### config.mk
export PLATFORM = sky130hd
export DESIGN_NAME = regfile_sb
export DESIGN_NICKNAME = d
export VERILOG_FILES = /design/src/rtl/regfile_sb.sv
export SDC_FILE = /design/constraint.sdc
export NUM_CORES = 2
export LEC_CHECK = 0
export BUFFER_PORTS_ARGS = -buffer_cell sky130_fd_sc_hd__buf_2
export CAP_MARGIN = 20
export CORE_UTILIZATION = 58
export DETAILED_ROUTE_END_ITERATION = 6
export PLACE_DENSITY = 0.79
export SLEW_MARGIN = 5
export SYNTH_ARGS = -nofsm -noshare
export SYNTH_HDL_FRONTEND = slang
export SYNTH_SLANG_ARGS = --single-unit
### constraint.sdc
create_clock -name clk -period 5.52 [get_ports clk]
set_clock_uncertainty 0.1 [all_clocks]
set_input_delay 1.104 -clock clk [delete_from_list [all_inputs] [get_ports clk]]
set_output_delay 1.104 -clock clk [all_outputs]
set_load 0.005 [all_outputs]
### src/rtl/regfile_sb.sv
// Dual-write, dual-read register file with a per-register busy scoreboard for RAW hazard detection.
// Reads and busy lookups are combinational; writes and busy updates take effect at the clock edge.
module regfile_sb #(
  parameter int DW       = 32,
  parameter int AW       = 5,
  parameter int ZERO_REG = 1,
  parameter int BYPASS   = 1
) (
  input  logic          clk,
  input  logic          rst,
  input  logic [AW-1:0] rd_addr_a,
  input  logic [AW-1:0] rd_addr_b,
  output logic [DW-1:0] rd_data_a,
  output logic [DW-1:0] rd_data_b,
  output logic          rd_busy_a,
  output logic          rd_busy_b,
  input  logic          we0,
  input  logic [AW-1:0] wa0,
  input  logic [DW-1:0] wd0,
  input  logic          we1,
  input  logic [AW-1:0] wa1,
  input  logic [DW-1:0] wd1,
  input  logic          iss_valid,
  input  logic [AW-1:0] iss_addr,
  input  logic          flush,
  output logic [AW:0]   busy_cnt
);

  localparam int NREG = 1 << AW;
  localparam bit ZR   = (ZERO_REG != 0);
  localparam bit BP   = (BYPASS != 0);

  logic [DW-1:0]   mem_q [NREG];
  logic [NREG-1:0] busy_q, busy_d;
  logic [NREG-1:0] wr_clr, iss_set;
  logic            wr0, wr1, iss;

  // Qualified strobes: register 0 is never written or tracked, and nothing
  // is forwarded or committed while reset is held.
  assign wr0 = rst && we0 && !(ZR && (wa0 == '0));
  assign wr1 = rst && we1 && !(ZR && (wa1 == '0));
  assign iss = rst && iss_valid && !(ZR && (iss_addr == '0));

  assign wr_clr  = (wr0 ? (NREG'(1) << wa0) : '0) | (wr1 ? (NREG'(1) << wa1) : '0);
  assign iss_set = iss ? (NREG'(1) << iss_addr) : '0;

  // Issue is OR-ed in after the writeback clear so the newest producer wins.
  always_comb begin
    busy_d = busy_q;
    if (flush) begin
      busy_d = '0;
    end else begin
      busy_d = (busy_q & ~wr_clr) | iss_set;
    end
  end

  always_ff @(posedge clk or negedge rst) begin
    if (!rst) begin
      for (int i = 0; i < NREG; i++) begin
        mem_q[i] <= '0;
      end
      busy_q <= '0;
    end else begin
      if (wr0) mem_q[wa0] <= wd0;
      if (wr1) mem_q[wa1] <= wd1;
      busy_q <= busy_d;
    end
  end

  logic [AW-1:0] rd_addr [2];
  logic [DW-1:0] rd_data [2];
  logic          rd_busy [2];

  assign rd_addr[0] = rd_addr_a;
  assign rd_addr[1] = rd_addr_b;

  always_comb begin
    for (int p = 0; p < 2; p++) begin
      rd_data[p] = mem_q[rd_addr[p]];
      rd_busy[p] = busy_q[rd_addr[p]];
      if (BP) begin
        if (wr0 && (wa0 == rd_addr[p])) begin
          rd_data[p] = wd0;
          rd_busy[p] = 1'b0;
        end
        if (wr1 && (wa1 == rd_addr[p])) begin
          rd_data[p] = wd1;
          rd_busy[p] = 1'b0;
        end
      end
      if (ZR && (rd_addr[p] == '0)) begin
        rd_data[p] = '0;
        rd_busy[p] = 1'b0;
      end
    end
  end

  assign rd_data_a = rd_data[0];
  assign rd_data_b = rd_data[1];
  assign rd_busy_a = rd_busy[0];
  assign rd_busy_b = rd_busy[1];

  always_comb begin
    busy_cnt = '0;
    for (int i = 0; i < NREG; i++) begin
      busy_cnt = busy_cnt + (AW+1)'(busy_q[i]);
    end
  end

endmodule

==> summary.md <==
| Metric | Value |
|---|---|
| CP Capture Type | primary output |
| Startpoint kind of the worst setup timing path | register |
| Starting density of the core | 0.588 |
| Buffering stage count on the worst path with inverters included | 4 |
| Clock insertion delay at the later pin of the skew report | 750 ps |
| Register-to-register setup slack | 4260 ps |
| Maximum fanout along the worst path | 2 |
| Antenna violations before repair | 12 |
| Cell mode on critical path | sky130_fd_sc_hd__fa_1 |
| DRC | 1 |
| Seq/Total Area, Yosys | 0.391 |
| Final critical-path setup slack | -892 ps |
| Post-synth top flop | sky130_fd_sc_hd__dfrtp_1 |
| Number of maximum-capacitance constraint violations | 0 |
| Worst IR drop on VDD | 0.000317 V |
| Row Count | 124 |
| Run status | finished with violations |
| Wire length of the first global-routing pass | 357000 um |
| Share of layout cells above drive strength 1 | 0.219 |
| Cell Pwr Density | 345 mW/mm^2 |
| Total detailed-routing wirelength | 242000 um |
| Maximum level of the CTS H-tree | 3 |
| Worst path arrival time | 5210 ps |
| Post-route minimum period | 6410 ps |
| Final number of hold-violating endpoints | 0 |
| Top cell family by delay on the critical path | adder cells |
| Final-report setup violation count | 6 |
| Number of synthesized flops with an enable pin | 0 |
| Via density | 7.34 |
| Cells after Synth | 6274 |
| Number of hold buffers added after CTS | 0 |
| Vias after detailed routing | 55200 |
| Count of buffers from port buffering | 166 |
| Nets in the synthesized netlist | 6400 |
| WL per Instance | 32.1 um |
| Mean Syn Cell Area | 10.8 sq um |
| Maximum number of buffers from clock root to sink | 3 |
| Yosys warnings | 0 |
| Final worst path period share | 1.16 |
| Relative slew slack | 0.162 |
| Setup repair after global routing missed its margin | true |
| Worst path cell trace | inv_1 > fa_1 > fa_1 > fa_1 > fa_1 > fa_1 > fa_1 > inv_2 > ha_4 > buf_4 > a21o_1 > a21oi_2 > nor2b_1 > o21a_1 > buf_2 |
| Maximum clock frequency | 156 MHz |
| Measured slew at the worst slew-check pin | 1250 ps |
| Global route total overflow | 0 |
| DIE WIDTH | 343 um |
| Total track usage | 0.411 |
| Core footprint | 0.115 sq mm |
| Slowest stage delay, CP | 550 ps |
| Number of global-route vias before repair | 54600 |
| Violations in the final reports | DRC, setup timing |
| TritonRoute pass-1 iters | 7 |
| Number of DRC violations after detailed-routing iteration 0 | 8393 |
| Antenna viol nets, final | 0 |
| Half-perimeter wire length of the detailed placement result | 135000 um |
| Max-slew violation count | 0 |
| Area growth syn-to-layout | 8.57% |
| Clock Tree Root | sky130_fd_sc_hd__clkbuf_16 |
| Largest net degree at the start of global routing | 176 |
| Crit Path Category | reg2out |
| Leakage power figure | 0.0298 uW |
| Post-synth design cell area | 0.0676 sq mm |
| Number of clock sinks | 1056 |
| CTS tree | built |
| Number of top-level pins | 167 |
| Max stage delay cell, worst path | sky130_fd_sc_hd__fa_1 |
| Total area of sequential cells | 0.0264 sq mm |
| Count of placed standard cells in the final layout, fillers left out | 7528 |
| Vert. Die Dim | 343 um |
| Nets@finish | 6043 |
| Clock slew at reported path FFs | 60 ps |
| Filler Cells Inserted | 8362 |
| Synth async-reset ratio | 1.00 |
| Count of unique library cells instantiated by Yosys | 50 |
| Path category of the worst min-delay check | in2async |
| CTS buffer count | 110 |
| Full die area | 0.118 sq mm |
| Placed Cells incl. Taps | 7314 |
| Synth Register Bits | 1056 |
| Area of the multi-input gates | 0.0380 sq mm |
| Routability-driven placement congestion ratio | 0.922 |
| Data required time at the worst endpoint | 4320 ps |
| Worst hold margin | 86.4 ps |
==> synthesized netlist by cell type, types with 4 or more instances <==
library cell | count | share of area
sky130_fd_sc_hd__nor3_1 | 41 | 0.0030
sky130_fd_sc_hd__buf_2 | 142 | 0.011
sky130_fd_sc_hd__a21oi_1 | 662 | 0.049
sky130_fd_sc_hd__fa_1 | 24 | 0.0071
sky130_fd_sc_hd__o22ai_1 | 62 | 0.0057
sky130_fd_sc_hd__inv_1 | 39 | 0.0022
sky130_fd_sc_hd__o211ai_1 | 39 | 0.0043
sky130_fd_sc_hd__buf_6 | 27 | 0.0045
sky130_fd_sc_hd__xnor2_1 | 13 | 0.0017
sky130_fd_sc_hd__a221oi_1 | 4 | 0.00052
sky130_fd_sc_hd__buf_1 | 167 | 0.0093
sky130_fd_sc_hd__mux2_2 | 109 | 0.018
sky130_fd_sc_hd__xor2_1 | 10 | 0.0013
sky130_fd_sc_hd__nand3b_1 | 11 | 0.0012
sky130_fd_sc_hd__nor2_1 | 642 | 0.036
sky130_fd_sc_hd__mux2_1 | 16 | 0.0027
sky130_fd_sc_hd__o21ai_0 | 166 | 0.012
sky130_fd_sc_hd__a32oi_1 | 11 | 0.0014
sky130_fd_sc_hd__inv_2 | 4 | 0.00022
sky130_fd_sc_hd__nand3_1 | 15 | 0.0011
sky130_fd_sc_hd__clkbuf_1 | 477 | 0.027
sky130_fd_sc_hd__and2_1 | 5 | 0.00046
sky130_fd_sc_hd__dfrtp_1 | 1056 | 0.39
sky130_fd_sc_hd__mux2i_1 | 1036 | 0.15
sky130_fd_sc_hd__nor2b_1 | 15 | 0.0014
sky130_fd_sc_hd__ha_1 | 7 | 0.0013
sky130_fd_sc_hd__mux4_2 | 591 | 0.20
sky130_fd_sc_hd__o21ai_1 | 282 | 0.021
sky130_fd_sc_hd__nand2b_1 | 5 | 0.00046
sky130_fd_sc_hd__nand2_1 | 559 | 0.031
==> state kept, by name, summed over array words and instances, names as in the netlist <==
register / count
busy_q: 32
mem_q: 1024
==> layout by cell type (no fill, tap or decap), drive strengths merged, types with 11 or more instances in the layout <==
cell type and instances:
a32oi 11, clkbuf 154, nor2b 15, a21oi 662, mux2i 1036, clkinv 20, nand2 559, bufinv 14
o22ai 62, mux2 125, o211ai 39, dfrtp 1056, o21ai 448, xnor2 13, nor3 41, nor2 642
inv 50, nand3 15, mux4 591, nand3b 11, buf 347, fa 24
==> where the power goes <==
part	switching, uW	internal, uW	total [uW]
clock network	3410	4640	8050
registers	1450	9520	11000
logic	2800	3470	6280
total	7670	17600	25300
==> metal layers <==
metal  GRT usage  routed length (um)
met2       0.586              103000
met3       0.162               39000
met1       0.519               80000
met4       0.279               19800
met5           0                  56
==> cells by family after synthesis <==
family,share of synthesized area
muxes,0.371
xor gates and xnor gates,0.00298
adders and majority gates,0.00841
DFF,0.391
AOI/OAI and AO/OA,0.0958
and+or+nand+nor,0.0768
buffers and inverters,0.0536
==> final cells by class <==
class                   instances  share of cell area
diodes                         10            0.000341
clock buffers                 154              0.0431
clock inverters                47             0.00904
inverters                      44             0.00232
multi-input cells            4358               0.519
flip-flops and latches       1056               0.360
well taps                    1512              0.0258
repair buffers                347              0.0406
==> metrics by stage <==
stage               instance area [sq um]  power [uW]  worst slack [ps]   util  TNS, ps
floorplan                           67600       15300              11.2      -        0
global placement                    69400       16700              -219  0.604     -473
detailed placement                  69400       17100              -270  0.604     -712
CTS                                 73300       25100              -992  0.637    -5000
global route                        73300       26200             -1050  0.638    -5260
finish                              73400       25300              -892  0.638    -4340
==> path summary, 6_finish.rpt <==
check	start	endpoint	cells after the start
worst min register to register	mem_q[1002]	mem_q[1002]	0
worst max register to register	busy_q[3]	busy_q[3]	3
worst min-delay path	rst	busy_q[24]	1
worst max-delay path	busy_q[27]	busy_cnt[5]	15
max in group asynchronous	rst	mem_q[809]	4
min in group clk	mem_q[1002]	mem_q[1002]	0
==> repair_timing <==
item	CTS	global route
gates resized for setup	8	1
endpoints found under the setup margin	6	6
buffers inserted	1	0
pin swaps	13	10
==> worst register-to-register path, stage by stage, from the launching register on <==
cell                      delay (ps)
sky130_fd_sc_hd__dfrtp_1         360
sky130_fd_sc_hd__buf_4           130
sky130_fd_sc_hd__or3b_2          430
sky130_fd_sc_hd__a21oi_1         160
Power figures use the tool's default switching activity.
